`config.mk`:
```
export PLATFORM = sky130hd
export DESIGN_NAME = ps2_cmd_arbiter
export DESIGN_NICKNAME = d
export VERILOG_FILES = /design/src/rtl/ps2_cmd_arbiter.sv
export SDC_FILE = /design/constraint.sdc
export NUM_CORES = 1
export LEC_CHECK = 0
export CAP_MARGIN = 10
export CORE_ASPECT_RATIO = 1.75
export CORE_MARGIN = 10
export CORE_UTILIZATION = 49
export CTS_BUF_LIST = sky130_fd_sc_hd__clkbuf_8
export DETAILED_ROUTE_END_ITERATION = 6
export HOLD_SLACK_MARGIN = 0.15
export PLACE_DENSITY = 0.85
export SLEW_MARGIN = 20
export SYNTH_ARGS = -nofsm -noshare
export SYNTH_HDL_FRONTEND = slang
export SYNTH_SLANG_ARGS = --single-unit
```
`constraint.sdc`:
```
create_clock -name qzt_clk -period 2.5 [get_ports qzt_clk]
set_input_delay 0.75 -clock qzt_clk [delete_from_list [all_inputs] [get_ports qzt_clk]]
set_output_delay 0.75 -clock qzt_clk [all_outputs]
set_load 0.02 [all_outputs]
```
`src/rtl/ps2_cmd_arbiter.sv`:
```
// rtl/ps2_cmd_arbiter.sv - round-robin arbiter sharing the PS/2 send/receive engines among command requesters.
// Optional statistics outputs (retry_cnt, err_cnt) are built only when PS2_ARB_STATS_EN is defined.
module ps2_cmd_arbiter #(
    parameter int NREQ        = 3,
    parameter int MAX_RETRY   = 3,
    parameter int ACK_TIMEOUT = 20000,
    parameter int TO_W        = 16
) (
    input  logic              qzt_clk,
    input  logic              rst,
    input  logic [NREQ-1:0]   req,
    input  logic [8*NREQ-1:0] req_byte,
    output logic [NREQ-1:0]   grant,
    output logic [NREQ-1:0]   done,
    output logic [NREQ-1:0]   err,
    output logic [7:0]        tx_byte,
    output logic              tx_start,
    input  logic              tx_done,
    input  logic [7:0]        rx_byte,
    input  logic              rx_valid,
    output logic              rx_fwd_valid,
    output logic              busy
`ifdef PS2_ARB_STATS_EN
    ,
    output logic [7:0]        retry_cnt,
    output logic [7:0]        err_cnt
`endif
);

    localparam int IW = (NREQ > 1) ? $clog2(NREQ) : 1;
    localparam int RW = (MAX_RETRY > 0) ? $clog2(MAX_RETRY + 1) : 1;

    localparam logic [7:0] RESP_ACK    = 8'hFA;
    localparam logic [7:0] RESP_RESEND = 8'hFE;
    localparam logic [7:0] RESP_ERROR  = 8'hFC;

    typedef enum logic [2:0] {
        S_IDLE,
        S_SEND,
        S_WAIT_TX,
        S_WAIT_ACK,
        S_RELEASE
    } state_t;

    state_t          state_q, state_d;
    logic [NREQ-1:0] grant_q, grant_d;
    logic [IW-1:0]   gidx_q, gidx_d;
    logic [IW-1:0]   rr_q, rr_d;
    logic [7:0]      tx_byte_q, tx_byte_d;
    logic [RW-1:0]   retry_q, retry_d;
    logic [TO_W-1:0] to_q, to_d;

    logic            pick_valid;
    logic [IW-1:0]   pick_idx;
    logic            ack_ev, nack_ev, fail_ev, can_retry, retry_ev, give_up;

    function automatic logic [IW-1:0] wrap_add(input logic [IW-1:0] base, input int off);
        logic [IW:0] s;
        s = {1'b0, base} + (IW+1)'(off);
        if (s >= (IW+1)'(NREQ)) begin
            s = s - (IW+1)'(NREQ);
        end
        return s[IW-1:0];
    endfunction

    // Scan from the highest offset down so the nearest requester at/after rr_q wins.
    always_comb begin
        pick_valid = 1'b0;
        pick_idx   = '0;
        for (int i = NREQ - 1; i >= 0; i--) begin
            if (req[wrap_add(rr_q, i)]) begin
                pick_valid = 1'b1;
                pick_idx   = wrap_add(rr_q, i);
            end
        end
    end

    // Response decode; a received byte always takes precedence over the timeout.
    always_comb begin
        ack_ev    = (state_q == S_WAIT_ACK) && rx_valid && (rx_byte == RESP_ACK);
        fail_ev   = (state_q == S_WAIT_ACK) && rx_valid && (rx_byte == RESP_ERROR);
        nack_ev   = (state_q == S_WAIT_ACK) &&
                    ((rx_valid && (rx_byte == RESP_RESEND)) ||
                     (!rx_valid && (to_q == TO_W'(ACK_TIMEOUT - 1))));
        can_retry = (retry_q < RW'(MAX_RETRY));
        retry_ev  = nack_ev && can_retry;
        give_up   = fail_ev || (nack_ev && !can_retry);
    end

    always_ff @(posedge qzt_clk or posedge rst) begin
        if (rst) begin
            state_q   <= S_IDLE;
            grant_q   <= '0;
            gidx_q    <= '0;
            rr_q      <= '0;
            tx_byte_q <= 8'h00;
            retry_q   <= '0;
            to_q      <= '0;
        end else begin
            state_q   <= state_d;
            grant_q   <= grant_d;
            gidx_q    <= gidx_d;
            rr_q      <= rr_d;
            tx_byte_q <= tx_byte_d;
            retry_q   <= retry_d;
            to_q      <= to_d;
        end
    end

    always_comb begin
        state_d   = state_q;
        grant_d   = grant_q;
        gidx_d    = gidx_q;
        rr_d      = rr_q;
        tx_byte_d = tx_byte_q;
        retry_d   = retry_q;
        to_d      = to_q;
        case (state_q)
            S_IDLE: begin
                if (pick_valid) begin
                    grant_d   = NREQ'(1) << pick_idx;
                    gidx_d    = pick_idx;
                    tx_byte_d = req_byte[{pick_idx, 3'b000} +: 8];
                    retry_d   = '0;
                    state_d   = S_SEND;
                end
            end
            S_SEND: begin
                state_d = S_WAIT_TX;
            end
            S_WAIT_TX: begin
                if (tx_done) begin
                    to_d    = '0;
                    state_d = S_WAIT_ACK;
                end
            end
            S_WAIT_ACK: begin
                to_d = to_q + TO_W'(1);
                if (ack_ev || give_up) begin
                    grant_d = '0;
                    state_d = S_RELEASE;
                end else if (retry_ev) begin
                    retry_d = retry_q + RW'(1);
                    state_d = S_SEND;
                end
            end
            S_RELEASE: begin
                rr_d    = wrap_add(gidx_q, 1);
                state_d = S_IDLE;
            end
            default: begin
                state_d = S_IDLE;
                grant_d = '0;
            end
        endcase
    end

    always_comb begin
        grant        = grant_q;
        tx_byte      = tx_byte_q;
        busy         = (state_q != S_IDLE);
        tx_start     = (state_q == S_SEND);
        done         = ack_ev  ? grant_q : '0;
        err          = give_up ? grant_q : '0;
        rx_fwd_valid = !rst && (state_q == S_IDLE) && !(|req) && rx_valid;
    end

`ifdef PS2_ARB_STATS_EN
    logic [7:0] retry_cnt_q, err_cnt_q;

    always_ff @(posedge qzt_clk or posedge rst) begin
        if (rst) begin
            retry_cnt_q <= 8'h00;
            err_cnt_q   <= 8'h00;
        end else begin
            if (retry_ev && (retry_cnt_q != 8'hFF)) begin
                retry_cnt_q <= retry_cnt_q + 8'd1;
            end
            if (give_up && (err_cnt_q != 8'hFF)) begin
                err_cnt_q <= err_cnt_q + 8'd1;
            end
        end
    end

    assign retry_cnt = retry_cnt_q;
    assign err_cnt   = err_cnt_q;
`endif

endmodule

```
======== Word-level counts from Yosys, hierarchy flattened ========
Cells that the tools add are included.
cells by class
  bitwise operators ....................... 1
  $add $sub $neg .......................... 9
  equality and inequality tests ........... 14
  reductions and logical operators ........ 29
  order comparisons ....................... 8
  multiplexer cells ....................... 32
  shifts and indexed selects .............. 2
operators by type and width
  kind                                                                                 count
  16-bit case mux with 2 select lines                                                  1
  8-bit equality test, second input constant                                           3
  3-bit two-way mux                                                                    8
  24-bit by 6-bit indexed part select with 8-bit output                                1
  2-bit two-way mux                                                                    10
  16-bit by 1-bit adder with 16-bit output, second input constant                      1
  16-bit by 15-bit equality test with 1-bit output, second input constant              1
  16-bit two-way mux                                                                   1
  3-bit case mux with 4 select lines                                                   1
  1-bit logical AND                                                                    11
  3-bit by 2-bit greater-or-equal comparator with 1-bit output, second input constant  3
  2-bit by 3-bit less-than comparator with 1-bit output, second input constant         3
  3-bit case mux with 3 select lines                                                   1
  2-bit != test, second input constant                                                 4
  2-bit subtractor, second input constant                                              4
  2-bit by 1-bit adder with 3-bit output, second input constant                        2
  1-bit binary-select mux with 2-bit select                                            3
  3-bit by 2-bit equality test with 1-bit output, second input constant                2
  1-bit two-way mux                                                                    6
  3-bit AND reduction                                                                  2
  3-bit OR reduction                                                                   2
  1-bit zero test                                                                      4
  2-bit case mux with 2 select lines                                                   1
  2-bit AND reduction                                                                  2
  other kinds (15)                                                                     18
word-level totals
  bits in registers ....................... 36
  bits of input ports ..................... 39

======== Depth between registers and ports, before layout ========
Gate-level depths: netlist of the first run.
  depth in word-level cells ............... 11
  mapped depth ............................ 8
  gate-level depth less buffers ........... 7

======== Least setup slack after synthesis of the first run ========
No wires, ideal clock.
  path kind ............................... input port to output port
  start point ............................. input port rx_byte[0]
  end point ............................... output port done[0]
  cell stages on the path ................. 4
  path slack .............................. -287 ps
  arrival time ............................ 2037 ps
  path buffers ............................ 1
  path through ............................ nand4b_1 or3_1 buf_6 nor4_1
on the way
  word-level cells in the longest chain between the ends .. 3
RTL lines
  element              RTL line  text
  start: declaration   19        input logic [7:0] rx_byte,
  8-bit equality test  80        ack_ev = (state_q == S_WAIT_ACK) && rx_valid && (rx_byte == RESP_ACK);
  1-bit logical AND    80
  3-bit two-way mux    163       done = ack_ev ? grant_q : '0;
  end: declaration     14        output logic [NREQ-1:0] done,
No other way between the ends.

======== Worst setup path in the final report of the first run ========
  start point ............................. input port rx_byte[1]
  end point ............................... output port err[0]
on the way
  word-level cells in the longest chain between the ends .. 7
  elaborated cells between the ends (all ways) .. 9
RTL lines
  element                RTL line  text
  8-bit equality test    83        ((rx_valid && (rx_byte == RESP_RESEND)) ||
  1-bit logical AND      83
  1-bit logical OR       83
  1-bit logical AND      82        nack_ev = (state_q == S_WAIT_ACK) &&
  1-bit logical AND      87        give_up = fail_ev || (nack_ev && !can_retry);
  1-bit logical OR (*)   87
  3-bit two-way mux (*)  164       err = give_up ? grant_q : '0;
  end: declaration       15        output logic [NREQ-1:0] err,
Every way passes the cells marked *; elsewhere a longest branch is shown, timed or not.

==> results.sh, run 1 <==
export IMPL_final_cell_area_um2=3200
export IMPL_synth_area_leaders="dfrtp_1 44%, nand2_1 5.3%, nor2_1 4.2%, mux2i_1 3.4%, a31oi_1 3.4%"
export IMPL_dp_cells=368
export IMPL_period_needed_ps=2590
export IMPL_final_common_cell="buf_4"
export IMPL_core_area_um2=4070
export IMPL_die_x_um=68.8
export IMPL_synth_cell_type_count=46
export IMPL_violations="setup timing"
export IMPL_drc=0
export IMPL_syn_area_per_cell_um2=9.22
export IMPL_grt_use_met3_pct=6.36
export IMPL_area_delta_synth_final_pct=56.8
export IMPL_regToRegEndpoint="tx_byte[0]"
export IMPL_mostFrequentLayoutCells="48 x buf_4, 42 x clkdlybuf4s50_1, 35 x dfrtp_1, 29 x nand2_1, 19 x nor2_1"
export IMPL_synth_top_family_by_area="simple AND/OR/NAND/NOR gates"
export IMPL_worst_setup_path_end_kind="output port"
export IMPL_cts_made_buffers=5
export IMPL_grt_met1_usage_pct=18.1
export IMPL_port_buffers=58
export IMPL_synth_seq_cells=36
export IMPL_tightest_slew_ps=639
export IMPL_dpl_instance_area_um2=3070
export IMPL_synth_compound_area_share_pct=18.8
export IMPL_fp_dieH_um=105
export IMPL_finalCritPeriodShare_pct=104
export IMPL_crit_start="rx_byte[1]"
export IMPL_critPathBufInv=3
export IMPL_holdWs_ps=532
export IMPL_initialDrtViolationCount=127
export IMPL_crit_path_cell_trace="clkdlybuf4s50_1 > inv_2 > o22ai_4 > nor2_4 > buf_6"
export IMPL_synth_nets=265
export IMPL_cts_sinks=36
export IMPL_hpwl_um=5020
export IMPL_antenna_found_initial=0
export IMPL_timing_rr_start="rr_q[0]"
export IMPL_start_util_pct=50.0
export IMPL_grt_overflow=0
export IMPL_slowest_stage="clkdlybuf4s50_1"
export IMPL_first_pass_iters=5
export IMPL_setup_violations=6
export IMPL_num_vias=2174
export IMPL_timing_final_ws_setup_ps=-94.7
export IMPL_finClkSkew_ps=4.00
export IMPL_busiest_layer="met2"
export IMPL_finalHoldViolCount=0
export IMPL_grt_setup_unrepaired="yes"
export IMPL_cp_required_ps=1750
export IMPL_r2r_cells=7
export IMPL_reg2reg_slack_ps=280
export IMPL_crit_type="input pin to output port"
export IMPL_wl_per_cell_um=17.3
export IMPL_crit_arrival_ps=1840
export IMPL_synthMuxAreaShare_pct=5.10
export IMPL_fin_cells=377
export IMPL_wl_um=6520
export IMPL_vias_per_cell=5.77
export IMPL_power_density_nw_per_um2=639
export IMPL_cts_buffer_depth=2
export IMPL_ant_nets=0
export IMPL_netlist_area_leader_share_pct=44.2
export IMPL_crit_fanout=4
export IMPL_synth_fa_ha_area_share_pct=3.56
export IMPL_cap_violations=0
export IMPL_synth_area_leader_cell="dfrtp_1"
export IMPL_synth_cells=221
export IMPL_crit_path_end="err[0]"
export IMPL_grt_usage_pct=19.1
export IMPL_tritoncts="done"
export IMPL_crit_path_start_kind="input pin"
export IMPL_place_gp_congestion=0.837
export IMPL_clkLatencyLatePin_ps=290
export IMPL_clk_pin_slew_ps=70
export IMPL_num_rows=31
export IMPL_status="finished with violations"
export IMPL_layout_drive_gt1_share_pct=28.4
export IMPL_root_buffer="clkbuf_8"
export IMPL_pin_count=59
export IMPL_grtUsageMet2_pct=35.3
export IMPL_grt_max_degree=37
export IMPL_max_stage_delay_ps=500
export IMPL_post_place_ws_ps=-1080
export IMPL_peakVddDrop_mv=0.521
export IMPL_hold_path_class="register to register"
export IMPL_path_delay_family="buffers and inverters"
export IMPL_maxSlewViolCount=0
export IMPL_grt_pass1_vias=2373
export IMPL_finish_utilization_pct=78.5
export IMPL_grt_pass1_wl_um=11000
export IMPL_yosysWarnings=0
export IMPL_nets=372
export IMPL_htree_num_levels=2
export IMPL_hold_buffers=0
export IMPL_p_leak_uw=0.00145
export IMPL_num_antenna_cells=0
export IMPL_max_slew_margin_pct=57.3
export IMPL_dieArea_um2=7240
export IMPL_synth_seq_area_share_pct=44.2
export IMPL_fmaxAchievable_mhz=385
export IMPL_path_depth=5
export IMPL_yosys_area_share_simple_pct=24.1
export IMPL_synth_xor_area_share_pct=0.430
export IMPL_mappedNetlistArea_um2=2040
how the worst min path moves through the flow:
stage	endpoint	start	cells after the start	slack, ps
after floorplan	to_q[15]	to_q[15]	1	450
after global placement	retry_q[1]	retry_q[1]	1	490
after detailed placement	retry_q[1]	retry_q[1]	1	500
after CTS	retry_q[1]	retry_q[1]	1	530
after global routing	to_q[15]	to_q[15]	1	550
final	to_q[15]	to_q[15]	1	530
layout make-up:
cell class	count	area (µm²)
Inverter	13	48.8
Fill cell	256	876
Clock buffer	7	96.3
Multi-Input combinational cell	167	1180
Sequential cell	36	902
Tap cell	49	61.3
Timing Repair Buffer	105	910
sequential cells by signal (all words and copies together), names as in the netlist:
name / count
gidx_q: 2
grant: 3
retry_q: 2
rr_q: 2
state_q: 3
to_q: 16
tx_byte: 8
power breakdown:
part	internal [µW]	total [µW]	switching [µW]
Clock	245	453	208
Sequential	711	801	90.5
Combinational	408	789	381
logic make-up (layout without fill, tap and decap cells):
kind of cell	after synthesis	after routing
simple gates	94	94
compound gates	56	56
flops	36	36
buf+inv	18	125
mux	10	10
fa+ha+maj	6	6
xor+xnor	1	1
what timing repair did:
action                                  4_1_cts  5_1_grt
resized for setup                            75        4
pin swaps                                     8        4
endpoints found under the setup margin        9        6
buffers inserted                              2        0
cell usage after synthesis, drive strengths merged:
master / count
o31ai: 3
o21ai: 12
nand3: 7
nor2b: 3
a22oi: 8
a21oi: 5
o21a: 1
maj3: 1
nand2: 29
a211o: 1
a31oi: 11
a211oi: 1
nor4b: 2
nor2: 23
nor3b: 2
nand4: 4
inv: 13
o31a: 1
o211a: 1
or3: 2
nand3b: 3
o211ai: 2
dfrtp: 36
and3: 3
ha: 5
nor4: 3
buf: 3
nand4b: 2
clkbuf: 2
xor2: 1
mux2: 3
or3b: 1
mux2i: 7
o32a: 2
a22o: 4
o32ai: 1
o22ai: 2
a21o: 1
and4: 4
nor3: 5
and3b: 1
routing by layer:
metal / up-vias / wire length, µm
met1: 1057 / 2240
met3: 20 / 391
met4: 0 / 185
li1: 1028 / -
met2: 69 / 3710
met5: - / 0
per-stage QoR:
step                TNS (ps)  total power (µW)
finish                  -529              2040
global placement       -8420              1550
detailed placement     -8990              1580
CTS                     -855              2040
global route            -857              2170
floorplan              -56.4              1160
No activity file was read; power rests on OpenSTA's default activity.
==> run 2: changes to the inputs <==
--- a/config.mk
+++ b/config.mk
@@ -5,7 +5,7 @@
 export SDC_FILE = /design/constraint.sdc
 export NUM_CORES = 1
 export LEC_CHECK = 0
-export CAP_MARGIN = 10
+export CAP_MARGIN = 20
 export CORE_ASPECT_RATIO = 1.75
 export CORE_MARGIN = 10
 export CORE_UTILIZATION = 49
==> results of run 2 <==
The final DEF is identical to that of run 1; final timing and power are the same.
==> run 3: changes to the inputs <==
--- a/config.mk
+++ b/config.mk
@@ -17,3 +17,4 @@
 export SYNTH_ARGS = -nofsm -noshare
 export SYNTH_HDL_FRONTEND = slang
 export SYNTH_SLANG_ARGS = --single-unit
+export TNS_END_PERCENT = 100
==> results of run 3 <==
The final DEF is identical to that of run 1; final timing and power are the same.
